===== config.mk =====
export PLATFORM = sky130hd
export DESIGN_NAME = x_dl_ctrl
export DESIGN_NICKNAME = d
export VERILOG_FILES = /design/src/rtl/x_dl_ctrl.sv
export SDC_FILE = /design/constraint.sdc
export NUM_CORES = 1
export LEC_CHECK = 0
export CAP_MARGIN = 40
export CORE_MARGIN = 4
export CORE_UTILIZATION = 30
export DETAILED_ROUTE_END_ITERATION = 10
export PLACE_DENSITY = 0.49
export SLEW_MARGIN = 5
export SYNTH_ARGS = -nofsm -noshare
export SYNTH_HDL_FRONTEND = slang
export SYNTH_SLANG_ARGS = --single-unit

===== constraint.sdc =====
create_clock -name i_clk -period 4 [get_ports i_clk]
set_input_delay 0.6 -clock i_clk [delete_from_list [all_inputs] [get_ports i_clk]]
set_output_delay 0.6 -clock i_clk [all_outputs]
set_load 0.03 [all_outputs]

===== src/rtl/x_dl_ctrl.sv =====
// Delay-line measurement controller: flushes the capture pipe, then decodes N samples into tap positions and accumulates them.
// Latency: o_valid rises 3+N cycles after the cycle in which i_start is high; results are held until the i_ready handshake.
// Backpressure: DONE holds o_valid and all results stable while i_ready is low. i_start is ignored while busy.
// Optional feature: define X_DL_CTRL_MINMAX_EN to track the min/max tap position; otherwise o_min/o_max are tied to 0.
module x_dl_ctrl #(
  parameter int N_TAPS = 32
) (
  input  logic              i_clk,
  input  logic              i_rst_n,
  input  logic              i_start,
  input  logic              i_abort,
  input  logic [2:0]        i_cfg_log2n,
  input  logic [N_TAPS-1:0] i_dl_data,
  input  logic              i_ready,
  output logic              o_dl_en,
  output logic              o_busy,
  output logic              o_valid,
  output logic [12:0]       o_sum,
  output logic [5:0]        o_mean,
  output logic [5:0]        o_min,
  output logic [5:0]        o_max
);

  typedef enum logic [1:0] {
    S_IDLE  = 2'd0,
    S_FLUSH = 2'd1,
    S_ACC   = 2'd2,
    S_DONE  = 2'd3
  } state_e;

  state_e      state_q;
  logic [7:0]  cnt_q;
  logic [2:0]  log2n_q;
  logic [12:0] acc_q;

  logic [5:0]  p_dec;
  logic [12:0] acc_sum_d;
  logic [7:0]  n_last;

  // The tap position is the first index where two neighbouring capture bits agree;
  // a fully alternating word means the edge ran off the end of the line.
  always_comb begin
    logic found;
    found = 1'b0;
    p_dec = 6'(N_TAPS);
    for (int k = 1; k < N_TAPS; k++) begin
      if (!found && (i_dl_data[k] == i_dl_data[k-1])) begin
        p_dec = 6'(k);
        found = 1'b1;
      end
    end
  end

  // Running sum including the current sample; 128 * 32 = 4096 fits 13 bits without wrap.
  assign acc_sum_d = acc_q + 13'(p_dec);
  // Index of the final sample for the latched sample count.
  assign n_last    = (8'd1 << log2n_q) - 8'd1;

`ifdef X_DL_CTRL_MINMAX_EN
  logic [5:0] min_q;
  logic [5:0] max_q;
  logic [5:0] min_d;
  logic [5:0] max_d;

  // Running extremes including the current sample.
  always_comb begin
    min_d = (p_dec < min_q) ? p_dec : min_q;
    max_d = (p_dec > max_q) ? p_dec : max_q;
  end
`else
  assign o_min = '0;
  assign o_max = '0;
`endif

  // Control FSM with registered outputs; result registers load only on the ACC->DONE edge.
  always_ff @(posedge i_clk or negedge i_rst_n) begin
    if (!i_rst_n) begin
      state_q <= S_IDLE;
      cnt_q   <= '0;
      log2n_q <= '0;
      acc_q   <= '0;
      o_dl_en <= 1'b0;
      o_busy  <= 1'b0;
      o_valid <= 1'b0;
      o_sum   <= '0;
      o_mean  <= '0;
`ifdef X_DL_CTRL_MINMAX_EN
      min_q   <= '0;
      max_q   <= '0;
      o_min   <= '0;
      o_max   <= '0;
`endif
    end else begin
      case (state_q)
        S_IDLE: begin
          // Abort has no meaning here, so a simultaneous start still wins.
          if (i_start) begin
            state_q <= S_FLUSH;
            log2n_q <= i_cfg_log2n;
            cnt_q   <= '0;
            acc_q   <= '0;
            o_dl_en <= 1'b1;
            o_busy  <= 1'b1;
`ifdef X_DL_CTRL_MINMAX_EN
            min_q   <= 6'd32;
            max_q   <= 6'd0;
`endif
          end
        end
        S_FLUSH: begin
          if (i_abort) begin
            state_q <= S_IDLE;
            o_dl_en <= 1'b0;
            o_busy  <= 1'b0;
          end else if (cnt_q == 8'd1) begin
            state_q <= S_ACC;
            cnt_q   <= '0;
          end else begin
            cnt_q   <= cnt_q + 8'd1;
          end
        end
        S_ACC: begin
          if (i_abort) begin
            state_q <= S_IDLE;
            o_dl_en <= 1'b0;
            o_busy  <= 1'b0;
          end else begin
            acc_q <= acc_sum_d;
`ifdef X_DL_CTRL_MINMAX_EN
            min_q <= min_d;
            max_q <= max_d;
`endif
            if (cnt_q == n_last) begin
              state_q <= S_DONE;
              o_dl_en <= 1'b0;
              o_valid <= 1'b1;
              o_sum   <= acc_sum_d;
              o_mean  <= 6'(acc_sum_d >> log2n_q);
`ifdef X_DL_CTRL_MINMAX_EN
              o_min   <= min_d;
              o_max   <= max_d;
`endif
            end else begin
              cnt_q <= cnt_q + 8'd1;
            end
          end
        end
        S_DONE: begin
          // o_valid is always high here, so the handshake reduces to i_ready.
          if (i_ready) begin
            state_q <= S_IDLE;
            o_valid <= 1'b0;
            o_busy  <= 1'b0;
          end
        end
        default: begin
          state_q <= S_IDLE;
          o_dl_en <= 1'b0;
          o_busy  <= 1'b0;
          o_valid <= 1'b0;
        end
      endcase
    end
  end

endmodule


==> flow_summary_export.csv, run 1 <==
group,metric,value,unit
yosys,ys_seq_area_share,28.5,%
timing,relSlewSlack,43.2,%
floorplanning,io_pins,74,
timing,tightest_slew,848,ps
final_layout,final_util,45.8,%
timing,clock_skew,7.69,ps
clock_tree,clkSinkCount,48,
yosys,ys_seq_elements,48,
setup_path,cp_cell_sequence,"dlygate4sd2_1 -> buf_6 -> nor2b_2 -> nand3_1 -> nor2_1 -> a21oi_2 -> or4_4 -> buf_6 -> o211a_1 -> fa_2 -> buf_4 -> buf_4 -> buf_4 -> xnor2_1 -> mux2_2 -> mux4_2 -> mux2_4",
yosys,synth.top_cell.area_share,28.5,%
clock_tree,cts.clk_slew.worst_paths,70,ps
job,maxCapViolCount,0,
routing,wl_per_cell,14.9,um
floorplanning,dieArea,16000,um2
power,power_frac_clock,18.3,%
clock_tree,cts.hold.buffers_added,0,
global_route,grt-ovfl-total,0,
clock_tree,cts_buffers,5,
timing,finalSetupTns,0,ps
final_layout,area_growth_syn_to_layout,50.2,%
floorplanning,dieWidth,127,um
power,netSwitchingPower,976,uW
placed_design,place_hpwl,9900,um
routing,drt-total-wl,13100,um
setup_path,cp_slowest_cell,"or4_4",
global_route,track_usage,16.1,%
outcome,outcome,"completed",
clock_tree,clk_path_buf_depth,2,
yosys,synth_edf_count,0,
timing,rsz0062_at_grt,"yes",
yosys,yosysTopAreaCell,"dfrtp_1",
routing,via_per_inst,5.13,
power,switching_share,41.7,%
clock_tree,cts_tree,"yes",
placed_design,portBuffers,61,
yosys,synth_cell_types,79,
routing,drc,0,
yosys,yosysWarnings,0,
setup_path,critPathLaunchType,"primary input",
clock_tree,h-tree-depth,2,
yosys,syn-cell-area,4220,um2
placed_design,placed_cells,855,
global_route,grt_pass1_vias,4519,
routing,ant_nets,0,
timing,layout_min_cycle_time,3980,ps
setup_path,cp_common_cell,"buf_4",
worst_hold_path,hold_class,"in2async",
timing,hold_violations,0,
routing,drt_iter0_markers,200,
yosys,ys.flop_type,"dfrtp_1",
setup_path,setup.worst_path.class,"in2reg",
routing,vias,4512,
final_layout,drive_above_1_share,32.0,%
timing,period_share,99.6,%
floorplanning,row_count,43,
global_route,grt_max_degree,49,
setup_path,worstPathArrival,4160,ps
setup_path,critPathBufInv,6,
clock_tree,worstSkewPairLatency,290,ps
power,power_density,370,nW/um2
yosys,synth_common_cells,"59 x nand2_1, 59 x o21ai_0, 48 x dfrtp_1",
timing,setup_slack,17.5,ps
placed_design,dp_slack,-968,ps
setup_path,crit_path_end_kind,"register",
power,vdd_drop_max,290,uV
final_layout,antenna_cells,0,
setup_path,critical_path_required,4170,ps
setup_path,critical-path-top-delay-family,"multiplexers",
timing,setup_viol,0,
final_layout,fin_nets,753,
yosys,avgSynthCellArea,7.99,um2
global_route,grt_pass1_wl,21700,um
power,power_frac_comb,55.0,%
floorplanning,coreArea,13800,um2
floorplanning,initial_core_util,30.5,%
clock_tree,root_buffer,"clkbuf_16",
yosys,yosys-top-cells-area,"dfrtp_1 28%, o21ai_0 7.0%, nand2_1 5.3%",
setup_path,cp_slowest_stage_delay,550,ps
yosys,async_reset_ff_share,100,%
global_route,antenna_found_initial,0,
timing,slew_violations,0,
yosys,synthCells,528,
power,seqPwrFrac,26.7,%
power,intPower,1.37,mW
final_layout,final_cells,879,
placed_design,place_congestion,0.854,
routing,firstDrtPassIters,4,
floorplanning,die_h,127,um
power,p_leak,2.78,nW
setup_path,crit_path_max_fanout,3,
timing,max_freq,251,MHz
## layout make-up
class | instances | area, um2
Clock buffer | 8 | 146
Timing Repair Buffer | 182 | 1500
Sequential cell | 48 | 1200
Inverter | 28 | 105
Tap cell | 180 | 225
Fill cell | 1391 | 7490
Multi-Input combinational cell | 433 | 3160
## power groups by stage
stage,clock (mW),sequential (mW),combinational (mW)
global placement,0,0.630,1.20
finish,0.430,0.624,1.29
floorplan,0,0.646,0.826
detailed placement,0,0.633,1.23
CTS,0.444,0.624,1.25
global route,0.467,0.638,1.42
## cell families after synthesis
family	Yosys count	synth area share (%)
muxes	20	5.43
AOI/OAI and AO/OA	182	28.0
other	1	0.0889
DFF	48	28.5
buffers and inverters	58	7.06
and+or+nand+nor	191	23.6
xor gates and xnor gates	13	2.70
adders and majority gates	15	4.63
## through the flow
stage	hold WS [ps]	power [mW]	cell area [um2]
finish	412	2.34	6330
global route	472	2.53	6330
CTS	432	2.32	6140
detailed placement	472	1.86	5730
global placement	467	1.83	5720
floorplan	304	1.47	4310
## metal layers
layer,wire length (um),global-route usage [%],part of all wire [%]
met1,5950,21.2,45
met2,6600,28.5,50
met3,433,2.27,3.3
met4,117,2.84,0.89
met5,0,0,0
## final timing paths
check / end / cells past startpoint / slack, ps / start
max: o_mean[0] / 17 / 20 / i_dl_data[19]
min: o_sum[7] / 2 / 410 / i_rst_n
max reg2reg: o_sum[4] / 10 / 900 / log2n_q[2]
min reg2reg: o_sum[12] / 2 / 480 / o_sum[12]
max in group asynchronous: acc_q[6] / 2 / 3160 / i_rst_n
min in group i_clk: o_sum[12] / 2 / 480 / o_sum[12]
## registers in the layout, summed over array words and instances, names as in the netlist
name     count
state_q      2
acc_q       13
o_sum       13
o_mean       6
cnt_q        8
log2n_q      3
o_valid      1
o_busy       1
o_dl_en      1
## repair_timing
item	in CTS	in global routing
endpoints found under the setup margin	21	7
pin swaps	22	23
buffers inserted	12	4
resized for setup	100	43
## placed cells by master (no fill, tap or decap), types with 13 or more instances in the layout
| cell | n |
|---|---|
| nor2_1 | 34 |
| nand2_1 | 59 |
| dfrtp_1 | 48 |
| nand3_1 | 13 |
| dlygate4sd2_1 | 14 |
| inv_1 | 24 |
| o21ai_0 | 56 |
| clkdlybuf4s50_1 | 31 |
| ha_1 | 13 |
| nand2b_1 | 13 |
| buf_4 | 115 |
| a21oi_1 | 32 |
Power figures use the tool's default switching activity.
==> run 2: changes to the inputs <==
GPL_TIMING_DRIVEN = 1   (was not set)
==> results of run 2 <==
No change in the layout: final DEF, timing and power equal those of run 1.
